<file path="src/rtl/ram_arbiter.sv">
// Two-master arbiter for the single-port data syncram. Master 0 has priority.
// Master 1 has a bounded wait and can lock the RAM. Read data returns one cycle after grant.
module ram_arbiter #(
  parameter int unsigned AW     = 8,
  parameter int unsigned DW     = 32,
  parameter int unsigned STARVE = 4
) (
  input  logic          clk,
  input  logic          reset_n,
  input  logic          m0_req,
  input  logic          m0_we,
  input  logic [AW-1:0] m0_addr,
  input  logic [DW-1:0] m0_wdata,
  output logic          m0_gnt,
  output logic [DW-1:0] m0_rdata,
  output logic          m0_rvalid,
  input  logic          m1_req,
  input  logic          m1_we,
  input  logic [AW-1:0] m1_addr,
  input  logic [DW-1:0] m1_wdata,
  input  logic          m1_lock,
  output logic          m1_gnt,
  output logic [DW-1:0] m1_rdata,
  output logic          m1_rvalid,
  output logic [AW-1:0] ram_addr,
  output logic [DW-1:0] ram_wdata,
  output logic          ram_we,
  input  logic [DW-1:0] ram_rdata
);

  typedef enum logic [1:0] {
    SEL_NONE = 2'd0,
    SEL_M0   = 2'd1,
    SEL_M1   = 2'd2
  } sel_t;

  localparam logic [3:0] STARVE_C = 4'(STARVE);

  logic [3:0] cnt;
  logic       locked;
  logic [1:0] rtag;
  sel_t       sel;

  // Lock and starvation both outrank m0; reset forces no grant.
  always_comb begin
    sel = SEL_NONE;
    if (!reset_n)
      sel = SEL_NONE;
    else if (m1_req && (locked || cnt == STARVE_C))
      sel = SEL_M1;
    else if (m0_req)
      sel = SEL_M0;
    else if (m1_req)
      sel = SEL_M1;
  end

  assign m0_gnt = (sel == SEL_M0);
  assign m1_gnt = (sel == SEL_M1);

  always_comb begin
    ram_addr  = '0;
    ram_wdata = '0;
    ram_we    = 1'b0;
    case (sel)
      SEL_M0: begin
        ram_addr  = m0_addr;
        ram_wdata = m0_wdata;
        ram_we    = m0_we;
      end
      SEL_M1: begin
        ram_addr  = m1_addr;
        ram_wdata = m1_wdata;
        ram_we    = m1_we;
      end
      default: ;
    endcase
  end

  always_ff @(posedge clk or negedge reset_n) begin
    if (!reset_n) begin
      cnt    <= '0;
      locked <= 1'b0;
      rtag   <= '0;
    end else begin
      if (m1_gnt || !m1_req)
        cnt <= '0;
      else if (m0_gnt && cnt != STARVE_C)
        cnt <= cnt + 4'd1;

      if (m1_gnt)
        locked <= m1_lock;
      else if (!m1_req)
        locked <= 1'b0;

      rtag <= {m1_gnt && !m1_we, m0_gnt && !m0_we};
    end
  end

  assign m0_rvalid = rtag[0];
  assign m1_rvalid = rtag[1];
  assign m0_rdata  = rtag[0] ? ram_rdata : '0;
  assign m1_rdata  = rtag[1] ? ram_rdata : '0;

endmodule

</file>
<file path="config.mk">
export PLATFORM = sky130hd
export DESIGN_NAME = ram_arbiter
export DESIGN_NICKNAME = d
export VERILOG_FILES = /design/src/rtl/ram_arbiter.sv
export SDC_FILE = /design/constraint.sdc
export NUM_CORES = 1
export LEC_CHECK = 0
export CAP_MARGIN = 10
export CORE_ASPECT_RATIO = 0.5
export CORE_UTILIZATION = 28
export CTS_CLUSTER_SIZE = 12
export DETAILED_ROUTE_END_ITERATION = 8
export PLACE_DENSITY = 0.9
export RECOVER_POWER = 50
export SLEW_MARGIN = 25
export SYNTH_ARGS = -nofsm -noshare
export SYNTH_HDL_FRONTEND = slang
export SYNTH_SLANG_ARGS = --single-unit
</file>
<file path="constraint.sdc">
create_clock -name clk -period 8.15 [get_ports clk]
set_input_delay 1.63 -clock clk [delete_from_list [all_inputs] [get_ports clk]]
set_output_delay 1.63 -clock clk [all_outputs]
set_load 0.02 [all_outputs]
</file>
=== Word level (Yosys, flattened, before mapping) ===
Index checks and enable logic that the tools add are counted.

* Memories: 0
* RAM bits: 0
* ROM bits: 0
* Flip-flop bits (word level): 7
* Word-level logic and storage cells: 32
* Output and inout port bits: 109
* Latch bits: 0
* Input bits: 119

* Bitwise gates (word level): 0
* Reduce and logical (&&, ||, !) cells: 10
* $add $sub $neg: 1
* Equality and inequality tests: 5
* Div/mod/pow operators: 0
* Multiply operators: 0
* Shift operators: 0
* Magnitude comparators: 0
* Muxes and demuxes: 13

{| class="wikitable"
|+ Operators with widths
! kind !! number
|-
| 2-to-1 mux 32 bit || 2
|-
| one-hot mux 32 bit (2 select lines) || 1
|-
| one-hot mux 8 bit (2 select lines) || 1
|-
| 2-to-1 mux 2 bit || 4
|-
| 2-to-1 mux 4 bit || 2
|-
| adder 4 x 1 -> 4 bit, second input constant || 1
|-
| equality test 4 x 3 -> 1 bit, second input constant || 1
|-
| logical AND 1 bit || 4
|-
| != test 4 x 3 -> 1 bit, second input constant || 1
|-
| logical NOT 1 bit || 3
|-
| equality test 2 x 1 -> 1 bit, second input constant || 1
|-
| equality test 2 bit, second input constant || 1
|-
| logical OR 1 bit || 2
|-
| 2-to-1 mux 1 bit || 2
|-
| != test 2 x 1 -> 1 bit, second input constant || 1
|-
| one-hot mux 1 bit (2 select lines) || 1
|-
| nonzero test 2 bit || 1
|}

=== Longest topological paths before layout ===
Gate-level depths: netlist of the first run.

* Depth after elaboration: 9
* Gate-level depth with buffers: 11

=== Worst setup path before layout of the first run ===
Ideal clock, no wire load.

* Path kind: in2out
* From: input port reset_n
* To: output port ram_addr[0]
* Path slack: 3.388 ns
* Arrival time: 3.132 ns
* Stages on the path: 9
* Path buffers: 4
* Data required time: 6.520 ns
* Cells stage by stage: and2_1 > buf_2 > buf_4 > nand2_1 > ha_1 > nor2b_1 > buf_2 > buf_6 > a32o_1

* Longest elaborated chain between the ends: 3
* Elaborated cells on any way between the ends: 4
* Classes of those cells: 2 x eq/ne; 2 x mux

{| class="wikitable"
|+ RTL lines
! item !! line !! RTL
|-
| from (decl) || 9 || <nowiki>input logic reset_n,</nowiki>
|-
| 2-to-1 mux 2 bit (*) || 47 || <nowiki>if (!reset_n)</nowiki>
|-
| equality test 2 bit or equality test 2 x 1 -> 1 bit (tied branches) || 64 || <nowiki>case (sel)</nowiki>
|-
| one-hot mux 8 bit (2 select lines) (*) || 64 ||
|-
| to (decl) || 25 || <nowiki>output logic [AW-1:0] ram_addr,</nowiki>
|}

Every way passes the cells marked *; elsewhere a longest branch is shown, timed or not.

=== Final worst setup path of the first run ===
* From: input port reset_n
* To: output port ram_we

* Longest elaborated chain between the ends: 3
* Elaborated cells on any way between the ends: 4
* Classes of those cells: 2 x eq/ne; 2 x mux

{| class="wikitable"
|+ RTL lines
! item !! line !! RTL
|-
| 2-to-1 mux 2 bit (*) || 47 ||
|-
| equality test 2 bit or equality test 2 x 1 -> 1 bit (tied branches) || 64 ||
|-
| one-hot mux 1 bit (2 select lines) (*) || 64 ||
|-
| to (decl) || 27 || <nowiki>output logic ram_we,</nowiki>
|}

Marked as above.

==> metrics.txt, run 1 <==
die width=112.3 um; Stages on worst setup path=8; fmax=0.1448 GHz; CP Buf/Inv Count=3; Clock Latency Late Sink=0.23 ns; Layout Nets=554; hold crit path type=flop to flop; PwrDens=69.64 nW/um^2; Final Cycle Share=84.75%; Syn Std Cell Area=1704 sq um; CTS HTree Levels=1; syn_area_per_cell=7.781 sq um; sw frac=31.07%; initial antenna violation count=0; worst setup path startpoint=reset_n; Setup Skew=0.003539 ns; WP data required=6.52 ns; drt first pass iters=8; port bufs=227; Worst-Margin Slew=1.738 ns; final hold violations=0; sequential-to-total area share from yosys stat=10.28%; post-synthesis cell type count=26; logic gate share of total power=56.2%; worst flop-to-flop path endpoint=cnt[3]; Vias=2471; Overall Global Routing Usage=23.92%; Max VDD drop=62.52 uV; Flop pwr share=13.9%; CP max stage delay=1.26 ns; Clk pwr share=29.9%; crit path DAT=5.28 ns; crit-path cells=dlygate4sd3_1, and2_0, clkbuf_1, and2_0, ha_1, a22oi_1, nor2_1, clkdlybuf4s50_1; Synth Net Count=342; Die Ht=57.17 um; Num CTS Buffers=3; worst reg2reg path depth=9; CP endpoint=ram_we; total congestion overflow=0; routed vias/inst=4.913; share of post-route cells with drive strength above 1=2.558%; FF+latch count, synth=7; total of max-cap violations=1; Clock Tree Buf Depth=2; fin area=4025 sq um; Antenna Cells=0; final RePlAce weighted congestion=0.8430; Crit-path slowest cell=clkbuf_1; Setup TNS=0 ns; fin cells=503; hold_buf cts=0; CTS tree=built; critical path class=primary input to output pin; Final Setup Violations=0; outcome=finished, violations left; # IOs=228; post-CTS resize count=0; first-pass GRT wire length=12.42 mm; Post-DP Area=3950 sq um; Fin Hold WS=0.5797 ns; Synth Instances=219; Leak=1.608 nW; number of global-route vias before repair=2413; Reg2Reg Setup Slack=5.68 ns; Worst-path clk slew=0.03 ns; Area Growth Syn to Fin=136.2%; root buf cell=clkbuf_16; failing checks=DRC, capacitance limit, slew limit; max_slew headroom=-15.90%; number of max-slew violations in the final report=42; DRC violation total after the first TritonRoute iteration=182; Post-DP HPWL=6.359 mm; total routed wirelength=7.976 mm; Remaining DRCs=10; final critical-path required period=6.907 ns; Switch Pwr=87.10 uW; routed length per placed instance=15.86 um; crit-path max FO=41; critical path's most frequent cell=and2_0; Setup crit start kind=primary input; total setup buffers inserted after CTS=0; largest net degree at the start of global routing=43; Die ar.=6421 sq um; Detail Route Antenna Nets=0; Initial Util=29.99%; RSZ-0062 raised after global routing=no; Crit. End Element=output pin; placed cell count=499; Core Region=5682 sq um; num rows=19; Ys Warns=0; r2r startpoint=cnt[0]; top cell family by delay on the critical path=buffers and inverters; clock sinks=7; P_int=193.2 uW
==> layout make-up <==
class / instances / area, sq um
Multi-Input combinational cell: 187 / 1381
Tap cell: 73 / 91.34
Clock buffer: 4 / 78.83
Fill cell: 468 / 1657
Timing Repair Buffer: 230 / 2291
Sequential cell: 7 / 175.2
Inverter: 2 / 7.507
==> how the worst min path moves through the flow <==
stage / depth (start not counted) / endpoint / slack (ns) / from
2_1_floorplan: 2 / cnt[3] / 0.52 / cnt[3]
3_3_place_gp: 2 / cnt[3] / 0.54 / cnt[3]
3_5_place_dp: 2 / cnt[1] / 0.57 / cnt[1]
4_1_cts: 2 / cnt[3] / 0.58 / cnt[3]
5_1_grt: 2 / cnt[1] / 0.62 / cnt[1]
6_report: 2 / cnt[3] / 0.58 / cnt[3]
==> per-stage QoR <==
stage | power (mW) | setup WS (ns) | util [%]
after floorplan | 0.1055 | 3.388 | -
after global placement | 0.1950 | 2.047 | 69.52
after detailed placement | 0.1989 | 1.914 | 69.52
after CTS | 0.2839 | 1.893 | 70.91
after global routing | 0.2944 | 0.9720 | 70.84
final | 0.2803 | 1.243 | 70.84
==> layer usage <==
metal  track usage [%]  vias up  part of all wire [%]
li1                  -     1205                     -
met1             28.48     1152                    40
met2             46.50      104                    54
met3             3.507       10                   5.3
met4             4.762        0                   1.2
met5                 0        -                     0
==> Yosys cell counts (all sizes together) <==
library cell | instances | area (sq um)
nand3 | 1 | 5.000
nor2b | 42 | 262.8
a22oi | 2 | 15.01
ha | 4 | 50.05
nand2b | 3 | 18.77
a32o | 39 | 390.4
nand2 | 7 | 26.28
nor2 | 2 | 7.510
o21ai | 2 | 13.76
clkbuf | 11 | 41.29
dfrtp | 7 | 175.2
o31ai | 2 | 15.01
inv | 2 | 7.510
nand4 | 3 | 18.77
nor3b | 1 | 7.510
nor4 | 1 | 21.27
and3b | 1 | 12.51
a21oi | 2 | 10.01
and2 | 71 | 444.2
mux2i | 2 | 20.02
buf | 12 | 101.3
nand3b | 2 | 40.04
==> tightest hold or removal path, stage by stage (launching register included) <==
cell and delay (ns):
dfrtp_1 0.40, nand2_1 0.07, mux2i_1 0.06
==> cell usage in the layout, fill, tap and decap left out, drive strengths merged, types with 3 or more instances in the layout <==
cell,Yosys,final
dfrtp,7,7
nor2b,42,42
clkdlybuf4s50,0,179
nand2b,3,3
and2,71,71
nand2,7,7
a32o,39,39
ha,4,4
dlygate4sd3,0,48
nand4,3,3
clkbuf,11,5
==> cells by family after synthesis <==
kind of cell	after synthesis	synth area share, %
DFF	7	10.28
AOI/OAI and AO/OA	47	26.06
adders and majority gates	4	2.937
buffers and inverters	25	8.810
and+or+nand+nor	134	50.73
muxes	2	1.175
==> sequential cells by signal, indices dropped and copies added, names as in the netlist <==
name and flops:
rtag 2, locked 1, cnt 4
==> power by group through the flow <==
stage	registers, mW	clock network [mW]	logic, mW
2_1_floorplan	0.0378	0	0.0677
3_3_place_gp	0.0392	0	0.156
3_5_place_dp	0.0395	0	0.159
4_1_cts	0.0390	0.0844	0.160
5_1_grt	0.0395	0.0874	0.167
6_report	0.0391	0.0837	0.158
Note: power is estimated with default switching activity, not from simulation.
==> run 2, diff against run 1 <==
CORE_UTILIZATION = 23   (was 28)
PLACE_DENSITY = 0.79   (was 0.9)
clock period = 5.6 ns   (was 8.15 ns; I/O delays follow)
==> metrics.txt, run 2 (synthesized netlist as in run 1, its figures left out) <==
outcome=finished clean; crit path DAT=3.98 ns (-1.30 ns); Reg2Reg Setup Slack=3.37 ns (-2.31 ns); Final Cycle Share=91.15%; Crit. End Element=output pin; number of max-slew violations in the final report=0 (-100%); worst flop-to-flop path endpoint=cnt[3]; Remaining DRCs=0 (-10); PwrDens=99.95 nW/um^2 (+44%); worst reg2reg path depth=10 (+1); routed vias/inst=4.582 (-6.7%); Setup Skew=0.003233 ns (-0.0003069 ns); total routed wirelength=7.734 mm (-3.0%); Clock Latency Late Sink=0.23 ns (about the same); fin cells=524 (+4.2%); Detail Route Antenna Nets=0 (unchanged); clock sinks=7 (unchanged); multi-input logic area=1381 sq um (unchanged); critical path class=primary input to output pin; drt first pass iters=4 (-4); Biggest register=cnt; fin area=4068 sq um (+1.1%); CTS HTree Levels=1 (unchanged); CP max stage delay=0.78 ns (-0.48 ns); Die Ht=62.87 um (+10%); met3 Use GR=2.555% (-0.95 points); Initial Util=24.66% (-5.3 points); DRC violation total after the first TritonRoute iteration=80 (-56%); # IOs=228 (unchanged); CTS tree=built; Area Growth Syn to Fin=138.7%; met1 usage=22.26% (-6.2 points); top cell family by delay on the critical path=buffers and inverters; Vias=2401 (-2.8%); final hold violations=0 (unchanged); max_slew headroom=48.48% (+64 points); fill count=648 (+38%); busiest grt layer=met2; Max VDD drop=77.50 uV (+24%); met2 GRT Util=35.49% (-11 points); final critical-path required period=5.105 ns; max reg flops=4 (unchanged); Layout Nets=556 (+0.36%); Hold Crit Start=cnt[3]; crit-path cells=dlygate4sd3_1, and2_0, and2_1, ha_1, nor2b_2, buf_4, a32o_1, clkdlybuf4s50_1; Core Region=6910 sq um (+22%); Worst-Margin Slew=0.7728 ns (-0.9657 ns); largest net degree at the start of global routing=42 (-2.3%); Setup crit start kind=primary input; hold_buf cts=0 (unchanged); Worst-path clk slew=0.03 ns (about the same); Num CTS Buffers=3 (unchanged); WP data required=4.48 ns (-2.04 ns); die width=123.7 um (+10%); routed length per placed instance=14.76 um (-6.9%); placed cell count=520 (+4.2%); Post-DP HPWL=6.059 mm (-4.7%); final RePlAce weighted congestion=0.8270 (-1.9%); RSZ-0062 raised after global routing=no; Leak=1.622 nW (+0.85%); Post-DP Area=3989 sq um (+0.98%); Clock Tree Buf Depth=2 (unchanged); root buf cell=clkbuf_16; hold path cells=2 (unchanged); Final Setup Violations=0 (unchanged); first-pass GRT wire length=11.92 mm (-4.1%); share of post-route cells with drive strength above 1=3.241% (+0.68 points); CP Buf/Inv Count=3 (unchanged); number of global-route vias before repair=2337 (-3.1%); storage element area=175.2 sq um (unchanged); total setup buffers inserted after CTS=0 (unchanged); initial antenna violation count=0 (unchanged); Overall Global Routing Usage=18.95% (-5.0 points); Setup TNS=0 ns (unchanged); largest registers=cnt (4), rtag (2), locked (1); worst setup path startpoint=reset_n; most frequent cells in the layout=clkdlybuf4s50_1 (179), and2_1 (69), dlygate4sd3_1 (48); Crit-path slowest cell=dlygate4sd3_1; r2r startpoint=cnt[0]; crit-path max FO=39 (-4.9%); post-CTS resize count=0 (unchanged); commonest non-fill, non-tap cell in the layout=clkdlybuf4s50_1; total of max-cap violations=0 (-1); Hold Path End=cnt[3]; fmax=0.1959 GHz; port bufs=227 (unchanged); total congestion overflow=0 (unchanged); Layout Utilization=58.86% (-12 points); hold crit path type=flop to flop; Antenna Cells=0 (unchanged); total power=406.6 uW (+45%); Die ar.=7778 sq um (+21%); num rows=21 (+2)
-- run 2: worst register-to-register path, delay by kind of cell, from the launching register on --
family / cells / cell delay [ns]
buffers and inverters: 2 / 0.35
DFF: 1 / 0.38
and+or+nand+nor: 5 / 0.78
adders and majority gates: 2 / 0.51
muxes: 1 / 0.13
-- run 2: cell type report --
class	instances	share of cell area, %
Timing Repair Buffer	232	56.78
Multi-Input combinational cell	187	33.96
Sequential cell	7	4.306
Tap cell	92	2.830
Clock buffer	4	1.938
Inverter	2	0.1846
-- run 2: metrics by stage --
step                hold slack [ns]  setup WS (ns)
floorplan                    0.5217          1.858
global placement             0.5526         0.6124
detailed placement           0.5710         0.5665
CTS                          0.5660         0.5601
global route                 0.5982         0.3059
finish                       0.5568         0.4955
-- run 2: where the power goes --
group          internal (mW)  switching, mW  leakage, nW  total [mW]
Sequential            0.0523        0.00449       0.0961      0.0568
Combinational          0.136         0.0931         1.49       0.229
Clock                 0.0947         0.0263       0.0382       0.121
Total                  0.283          0.124         1.62       0.407
-- run 2: worst max path at each step --
stage                    end  slack [ns]  depth (start not counted)
2_1_floorplan    ram_addr[0]        1.86                          9
3_3_place_gp   ram_wdata[27]        0.61                          8
3_5_place_dp   ram_wdata[31]        0.57                          8
4_1_cts        ram_wdata[31]        0.56                          8
5_1_grt         ram_wdata[2]        0.31                          8
6_report        ram_wdata[2]        0.50                          8
-- run 2: metal layers --
metal	vias to the layer above	wire length [um]
li1	1205	-
met1	1069	3224
met2	111	3819
met3	16	530
met4	0	159
met5	-	0
